[src/rtl/i2s_pkg.sv]
// Shared constants and sample type for the I2S transmit path.
// The synth imports sample_t so FIFO words and the serializer agree on width.
package i2s_pkg;

   localparam int DEF_SCLK_HALF = 8;
   localparam int DEF_SLOT_BITS = 32;
   localparam int DEF_SAMPLE_W  = 24;

   typedef logic [DEF_SAMPLE_W-1:0] sample_t;

endpackage

[src/rtl/i2s_tx_if.sv]
// FIFO handshake and codec serial port of the I2S transmitter.
// master = transmitter side, slave = FIFO/codec side.
interface i2s_tx_if import i2s_pkg::*; #(
   parameter int SAMPLE_W = DEF_SAMPLE_W
) ();

   logic                FIFO_EMPTY;
   logic [SAMPLE_W-1:0] FIFO_DATA;
   logic                FIFO_READ;
   logic                SCLK;
   logic                LRCLK;
   logic                SDATA;
   logic                UNDERRUN;

   modport master (
      input  FIFO_EMPTY, FIFO_DATA,
      output FIFO_READ, SCLK, LRCLK, SDATA, UNDERRUN
   );

   modport slave (
      output FIFO_EMPTY, FIFO_DATA,
      input  FIFO_READ, SCLK, LRCLK, SDATA, UNDERRUN
   );

endinterface

[src/rtl/i2s_clkgen.sv]
// SCLK divider, bit counter and LRCLK decode for the I2S transmitter.
// fall/slot_start/frame_start are single-cycle strobes aligned with the SCLK 1->0 update.
module i2s_clkgen #(
   parameter int SCLK_HALF = 8,
   parameter int SLOT_BITS = 32
) (
   input  logic CLK,
   input  logic RESET,
   output logic sclk,
   output logic lrclk,
   output logic fall,
   output logic slot_start,
   output logic frame_start
);

   localparam int DW = (SCLK_HALF > 1) ? $clog2(SCLK_HALF) : 1;
   localparam int BW = $clog2(2 * SLOT_BITS);
   localparam logic [DW-1:0] DIV_LAST  = DW'(SCLK_HALF - 1);
   localparam logic [BW-1:0] BC_LAST   = BW'(2 * SLOT_BITS - 1);
   localparam logic [BW-1:0] SLOT_LAST = BW'(SLOT_BITS - 1);

   logic [DW-1:0] div;
   logic [BW-1:0] bc;
   logic          div_tc;

   assign div_tc      = (div == DIV_LAST);
   assign fall        = div_tc && sclk;
   assign frame_start = fall && (bc == BC_LAST);
   assign slot_start  = fall && ((bc == BC_LAST) || (bc == SLOT_LAST));

   always_ff @(posedge CLK) begin
      if (RESET) begin
         div   <= '0;
         sclk  <= 1'b0;
         bc    <= BC_LAST;
         lrclk <= 1'b1;
      end else begin
         if (div_tc) begin
            div  <= '0;
            sclk <= ~sclk;
         end else begin
            div <= div + DW'(1);
         end
         if (fall) begin
            bc <= (bc == BC_LAST) ? '0 : bc + BW'(1);
            // LRCLK is updated together with bc so it is 0 exactly while bc < SLOT_BITS
            if (bc == BC_LAST)
               lrclk <= 1'b0;
            else if (bc == SLOT_LAST)
               lrclk <= 1'b1;
         end
      end
   end

endmodule

[src/rtl/i2s_tx.sv]
// Master-mode I2S transmitter: one FIFO sample per frame, sent on both slots.
// Empty FIFO at frame start repeats the previous sample and pulses UNDERRUN.
module i2s_tx import i2s_pkg::*; #(
   parameter int SCLK_HALF = DEF_SCLK_HALF,
   parameter int SLOT_BITS = DEF_SLOT_BITS,
   parameter int SAMPLE_W  = DEF_SAMPLE_W
) (
   input  logic     CLK,
   input  logic     RESET,
   i2s_tx_if.master bus
);

   logic                sclk;
   logic                lrclk;
   logic                fall;
   logic                slot_start;
   logic                frame_start;
   logic [SAMPLE_W-1:0] hold;
   logic [SAMPLE_W-1:0] sh;
   logic                sdata;
   logic                fifo_read;
   logic                underrun;

   i2s_clkgen #(
      .SCLK_HALF (SCLK_HALF),
      .SLOT_BITS (SLOT_BITS)
   ) u_clkgen (
      .CLK         (CLK),
      .RESET       (RESET),
      .sclk        (sclk),
      .lrclk       (lrclk),
      .fall        (fall),
      .slot_start  (slot_start),
      .frame_start (frame_start)
   );

   // sh is reloaded at each slot start; zero fill after the LSB supplies the pad bits
   always_ff @(posedge CLK) begin
      if (RESET) begin
         hold      <= '0;
         sh        <= '0;
         sdata     <= 1'b0;
         fifo_read <= 1'b0;
         underrun  <= 1'b0;
      end else begin
         fifo_read <= 1'b0;
         underrun  <= 1'b0;
         if (frame_start) begin
            sdata <= 1'b0;
            if (!bus.FIFO_EMPTY) begin
               hold      <= bus.FIFO_DATA;
               sh        <= bus.FIFO_DATA;
               fifo_read <= 1'b1;
            end else begin
               sh       <= hold;
               underrun <= 1'b1;
            end
         end else if (slot_start) begin
            sdata <= 1'b0;
            sh    <= hold;
         end else if (fall) begin
            sdata <= sh[SAMPLE_W-1];
            sh    <= sh << 1;
         end
      end
   end

   assign bus.SCLK      = sclk;
   assign bus.LRCLK     = lrclk;
   assign bus.SDATA     = sdata;
   assign bus.FIFO_READ = fifo_read;
   assign bus.UNDERRUN  = underrun;

endmodule
[src/flat_wrapper.sv]
// flat-port wrapper written by rule: the top's interface ports become plain ports
module i2s_tx_flat import i2s_pkg::*;
#(
   parameter int SCLK_HALF = DEF_SCLK_HALF,
   parameter int SLOT_BITS = DEF_SLOT_BITS,
   parameter int SAMPLE_W  = DEF_SAMPLE_W
)
  (CLK, RESET, bus_FIFO_EMPTY, bus_FIFO_DATA, bus_FIFO_READ, bus_SCLK, bus_LRCLK, bus_SDATA, bus_UNDERRUN);
  i2s_tx_if #(.SAMPLE_W(SAMPLE_W)) bus_i ();
  input  logic CLK;
  input  logic RESET;
  input wire logic [$bits(bus_i.FIFO_EMPTY)-1:0] bus_FIFO_EMPTY;
  input wire logic [$bits(bus_i.FIFO_DATA)-1:0] bus_FIFO_DATA;
  output wire logic [$bits(bus_i.FIFO_READ)-1:0] bus_FIFO_READ;
  output wire logic [$bits(bus_i.SCLK)-1:0] bus_SCLK;
  output wire logic [$bits(bus_i.LRCLK)-1:0] bus_LRCLK;
  output wire logic [$bits(bus_i.SDATA)-1:0] bus_SDATA;
  output wire logic [$bits(bus_i.UNDERRUN)-1:0] bus_UNDERRUN;
  assign bus_i.FIFO_EMPTY = bus_FIFO_EMPTY;
  assign bus_i.FIFO_DATA = bus_FIFO_DATA;
  assign bus_FIFO_READ = bus_i.FIFO_READ;
  assign bus_SCLK = bus_i.SCLK;
  assign bus_LRCLK = bus_i.LRCLK;
  assign bus_SDATA = bus_i.SDATA;
  assign bus_UNDERRUN = bus_i.UNDERRUN;
  i2s_tx #(.SCLK_HALF(SCLK_HALF), .SLOT_BITS(SLOT_BITS), .SAMPLE_W(SAMPLE_W)) u_core (.CLK(CLK), .RESET(RESET), .bus(bus_i));
endmodule
[config.mk]
export PLATFORM = sky130hd
export DESIGN_NAME = i2s_tx_flat
export DESIGN_NICKNAME = d
export VERILOG_FILES = /design/src/rtl/i2s_pkg.sv /design/src/rtl/i2s_tx_if.sv /design/src/rtl/i2s_clkgen.sv /design/src/rtl/i2s_tx.sv /design/src/flat_wrapper.sv
export SDC_FILE = /design/constraint.sdc
export NUM_CORES = 1
export LEC_CHECK = 0
export ABC_AREA = 1
export CAP_MARGIN = 20
export CORE_ASPECT_RATIO = 1.1
export CORE_MARGIN = 5
export CORE_UTILIZATION = 35
export CTS_CLUSTER_DIAMETER = 100
export DETAILED_ROUTE_END_ITERATION = 8
export SLEW_MARGIN = 20
export SYNTH_ARGS = -nofsm -noshare
export SYNTH_HDL_FRONTEND = slang
export SYNTH_SLANG_ARGS = --single-unit
[constraint.sdc]
create_clock -name CLK -period 1.92 [get_ports CLK]
set_input_delay 0.288 -clock CLK [delete_from_list [all_inputs] [get_ports CLK]]
set_output_delay 0.288 -clock CLK [all_outputs]
set_load 0.05 [all_outputs]
======== Word level (Yosys, flattened, before mapping) ========
Cells that the tools add are included.
cells by class
  bitwise gates (word level) .............. 2
  mux-type cells .......................... 9
  reduce and logical (&&, ||, !) cells .... 10
  add/subtract/negate cells ............... 2
  equality and inequality tests ........... 3
operators with widths
  operator                                                         count
  24-bit two-way mux                                               4
  6-bit by 1-bit adder with 6-bit output, second input constant    1
  6-bit by 5-bit == test with 1-bit output, second input constant  1
  6-bit == test, second input constant                             1
  6-bit two-way mux                                                1
  1-bit two-way mux                                                4
  2-bit OR reduction                                               2
  3-bit by 1-bit adder with 3-bit output, second input constant    1
  3-bit == test, second input constant                             1
  1-bit logical AND                                                3
  3-bit nonzero test                                               1
  3-bit OR reduction                                               1
  1-bit NOT                                                        2
  2-bit AND reduction                                              1
  2-bit nonzero test                                               1
  1-bit logical OR                                                 1
word-level totals
  register bits ........................... 62
  logic and storage cells ................. 35
  bits of input ports ..................... 27
  output and inout bits ................... 5

======== Logic depth before layout (Yosys ltp) ========
  depth in word-level cells ............... 5
  depth in mapped cells ................... 10
  depth with buffers taken out ............ 9

======== By module ========
From an unflattened synthesis, not the netlist that was laid out.
unflattened totals
  cells, all modules ...................... 562
  area total of the unflattened synthesis .. 3563.4 um2
modules (own cells, without submodules)
  module      cells each  area an instance (um2)  instances
  i2s_tx      494         3027.9                  1
  i2s_clkgen  68          535.5                   1

======== Least setup slack after synthesis ========
Ideal clock, no wire load.
  kind .................................... register to register
  start point ............................. reg u_core.u_clkgen.sclk
  end point ............................... reg u_core.sh[1]
  library setup time ...................... 0.117 ns
  setup slack ............................. 0.321 ns
  data required time ...................... 1.803 ns
  cell stages (with the launch flop) ...... 9
  clock period less this slack ............ 1.599 ns
  arrival ................................. 1.482 ns
  cell sequence ........................... dfxtp_1 -> nand2_4 -> buf_6 -> inv_2 -> buf_6 -> buf_6 -> nand3_1 -> nor2_1 -> nor2_1
on the way
  longest elaborated chain between the ends .. 4
  elaborated cells on any way between the ends .. 6
  those cells by class .................... mux (2); reduce/logical (4)
ends and longest elaborated chain
  element                 line              RTL
  from (decl)             i2s_clkgen.sv:9   output logic sclk,
  from (signal assigned)  i2s_clkgen.sv:40  sclk <= ~sclk;
  1-bit logical AND *     i2s_clkgen.sv:27  assign fall = div_tc && sclk;
  1-bit logical AND       i2s_clkgen.sv:29  assign slot_start = fall && ((bc == BC_LAST) || (bc == SLOT_LAST));
  24-bit two-way mux      i2s_tx.sv:58      end else if (slot_start) begin
  24-bit two-way mux      i2s_tx.sv:48      if (frame_start) begin
  to (signal assigned)    i2s_tx.sv:52      sh <= bus.FIFO_DATA;
  to (signal assigned)    i2s_tx.sv:60      sh <= hold;
  to (signal assigned)    i2s_tx.sv:63      sh <= sh << 1;
  to (decl)               i2s_tx.sv:19      logic [SAMPLE_W-1:0] sh;
Every way passes the cells marked *; elsewhere a longest branch is shown, timed or not.
A chain may end at the register's enable or synchronous reset.

======== Worst setup path after layout ========
  start point ............................. reg u_core.u_clkgen.sclk
  end point ............................... out bus_SCLK
RTL lines
  element    line                RTL
  to (decl)  flat_wrapper.sv:15  output wire logic [$bits(bus_i.SCLK)-1:0] bus_SCLK;
No word-level cell between the ends.

==> results by group <==
Power
  • Max IR drop VDD: 0.382 mV
  • Combinational group share of total power: 5.9%
  • Leak pwr: 0.00153 uW
  • Clock power frac: 43.0%
  • Sequential power share: 51.1%
  • Int Pwr: 1970 uW
  • P per Cell Area: 669 mW/mm^2
  • Total net switching power: 563 uW
  • Switching Share: 22.2%

Hold path
  • Min-Delay Endpoint: u_core.u_clkgen.div[0]
  • WHS Path Cells: 1
  • Worst hold start: u_core.u_clkgen.div[0]
  • Hold WC Path Type: flip-flop to flip-flop

Setup path
  • Max incr delay on CP: 830 ps
  • Startpoint Class: flip-flop
  • RR Startpoint: u_core.u_clkgen.div[0]
  • Worst Path Arrival: 1550 ps
  • Slowest-stage cell, CP: clkdlybuf4s50_1
  • FF-to-FF End: u_core.sh[1]
  • CP required: 1630 ps
  • Top delay family on crit path: buffers and inverters
  • WP buf/inv: 1
  • Critical path fanouts, max: 3
  • Register-to-register setup slack: 160 ps
  • Worst Reg-to-Reg Cells: 8
  • CP cell instances: clkdlybuf4s50_1
  • Worst setup startpoint: u_core.u_clkgen.sclk
  • Crit Path Class: flip-flop to output port
  • Crit end category: output port

Logic synthesis
  • Simple-Gate Fraction of Synth Area: 35.3%
  • Post-synthesis compound-gate area fraction: 11.4%
  • Sequential area share after synthesis: 38.4%
  • Adder-Cell Fraction of Synth Area: 1.16%
  • Mapped cell area: 0.00323 mm^2
  • Xor and xnor area share after synthesis: 0.271%
  • Multiplexer share of the synthesized area: 0%
  • Yosys reg bits: 62
  • Syn Nets: 509
  • Post-Syn Area per Cell: 6.75 um^2
  • Post-synthesis cell count: 479
  • Largest family of logic cells by synthesized area: simple AND/OR/NAND/NOR gates
  • Yosys warning total: 0
  • Distinct cells, synth: 29

Route
  • Vias/cell: 4.84
  • DRT Wirelength: 8080 um
  • DRT iter0 DRCs: 99
  • Post-route DRC: 0
  • Avg WL per Cell: 13.0 um
  • Via count: 3013
  • DRT antenna net count: 0
  • Drt first pass iters: 4

Place
  • Post-detail-place hpwl: 5430 um
  • Placer congestion estimate: 0.812
  • PortBufs: 31

Timing
  • Worst Skew: 7.85 ps
  • Final hold violation count: 0
  • Max Slew Vio Count: 0
  • Final period util: 95.8%
  • Setup TNS: 0 ps
  • RSZ-0062 raised after global routing: false
  • Fmax: 0.544 GHz
  • Period minus WS final: 1840 ps
  • Slew Limit Headroom: 66.4%
  • Worst Max-Slew Pin Slew: 503 ps
  • Final setup vio count: 0

Run status
  • Status: completed

Cells and area
  • Layout Nets: 535
  • Final core occ: 42.2%
  • Area Overhead vs Synth: 17.0%
  • Layout cells sized above 1: 8.84%
  • ANT cells: 0

Floorplan
  • Die width: 102 um
  • Initial Util: 36.1%
  • Full die area: 0.0113 mm^2
  • # IOs: 32
  • FP Rows: 36
  • Core area: 0.00896 mm^2
  • Die Height: 111 um

CTS
  • Count of hold buffers inserted by post-cts repair: 0
  • CTS root buf: clkbuf_8
  • Clock transition at the registers of the reported paths: 60 ps
  • CTS H-tree lvls: 3
  • Clock Latency Late Sink: 330 ps
  • CTS tree: done
  • Max Buffers Root-to-Sink: 2
  • TritonCTS sink count: 62
  • TritonCTS buffer count: 9

Global route
  • Vias in the first global route: 2912
  • Initial antenna violation count: 0
  • GR Overflow Total: 0
  • Global-route wire length before repair: 13400 um
  • Total GRT Usage: 14.7%
  • Maximum number of pins on one net before global-route repair: 37

Job
  • Max-Cap Viols: 0
worst max-delay path by stage:
stage                            endpoint  slack [ps]  cells after the start
finish                           bus_SCLK          80                      1
global route                u_core.sh[12]           2                      9
CTS                              bus_SCLK          50                      1
detailed placement  u_core.u_clkgen.lrclk         140                      8
global placement    u_core.u_clkgen.lrclk         180                      8
floorplan                    u_core.sh[1]         320                      8
power by group through the flow:
stage / logic (uW) / clock network [uW] / registers, uW
floorplan: 71.7 / 0 / 1320
global placement: 149 / 0 / 1320
detailed placement: 150 / 0 / 1320
CTS: 151 / 1120 / 1290
global route: 164 / 1180 / 1290
finish: 149 / 1090 / 1290
area by class of cell:
cell class / instances / area, um^2
fillers: 939 / 5180
well taps: 114 / 143
clock buffers: 15 / 186
inverters: 55 / 209
repair buffers: 47 / 447
multi-input cells: 330 / 1560
flip-flops and latches: 62 / 1240
cells in the mapped netlist (all sizes together):
| cell | number | area [um^2] |
|---|---|---|
| nand2 | 98 | 395 |
| nor2 | 83 | 343 |
| nand3 | 69 | 345 |
| dfxtp | 62 | 1240 |
| inv | 53 | 199 |
| o21ai | 32 | 160 |
| buf | 26 | 205 |
| o22ai | 18 | 113 |
| a21oi | 12 | 60.1 |
| clkbuf | 6 | 22.5 |
| nand4 | 5 | 31.3 |
| ha | 3 | 37.5 |
| nor3 | 3 | 15.0 |
| o211ai | 3 | 27.5 |
| clkinv | 2 | 8.75 |
| a211oi | 1 | 7.51 |
| and2 | 1 | 6.26 |
| or2 | 1 | 6.26 |
| xnor2 | 1 | 8.76 |
layer usage:
metal,up-vias,global-route usage [%],part of all wire (%)
met5,-,0,0
met4,0,5.14,0.73
met3,6,3.52,5.5
met2,67,24.2,46
met1,1348,18.5,48
li1,1592,-,-
stage by stage:
stage          hold slack (ps)  cell area (um^2)  power [uW]  setup slack [ps]  instances
2_1_floorplan              397              3230        1390               321        479
3_3_place_gp               403              3590        1470               184        608
3_5_place_dp               417              3590        1470               137        608
4_1_cts                    426              3780        2560              51.7        623
5_1_grt                    438              3780        2630              1.96        623
6_report                   426              3780        2530              81.4        623
registers in the layout (all words and copies together), names as in the netlist:
signal,cells
u_core.bus.FIFO_READ,1
u_core.bus.SDATA,1
u_core.bus.UNDERRUN,1
u_core.hold,24
u_core.sh,24
u_core.u_clkgen.bc,6
u_core.u_clkgen.div,3
u_core.u_clkgen.lrclk,1
u_core.u_clkgen.sclk,1
cells in the final DEF (no fill, tap or decap), types with 2 or more instances in the layout:
| cell type | count |
|---|---|
| a21oi_1 | 12 |
| buf_4 | 14 |
| clkbuf_1 | 2 |
| clkbuf_8 | 13 |
| clkdlybuf4s50_1 | 31 |
| dfxtp_1 | 62 |
| ha_1 | 3 |
| inv_1 | 50 |
| inv_2 | 3 |
| nand2_1 | 91 |
| nand2_2 | 5 |
| nand2_4 | 2 |
| nand3_1 | 69 |
| nand4_1 | 5 |
| nor2_1 | 80 |
| nor2_4 | 2 |
| nor3_1 | 3 |
| o211ai_1 | 2 |
| o21ai_0 | 29 |
| o21ai_1 | 3 |
| o22ai_1 | 18 |
repair_timing:
action,CTS,global route
resized for setup,0,2
setup buffers,0,0
endpoints found under the setup margin,0,4
logic make-up after synthesis:
logic type	Yosys count
compound gates	66
xor+xnor	1
buf+inv	87
simple gates	260
flops	62
fa+ha+maj	3
No activity file was read; power rests on OpenSTA's default activity.
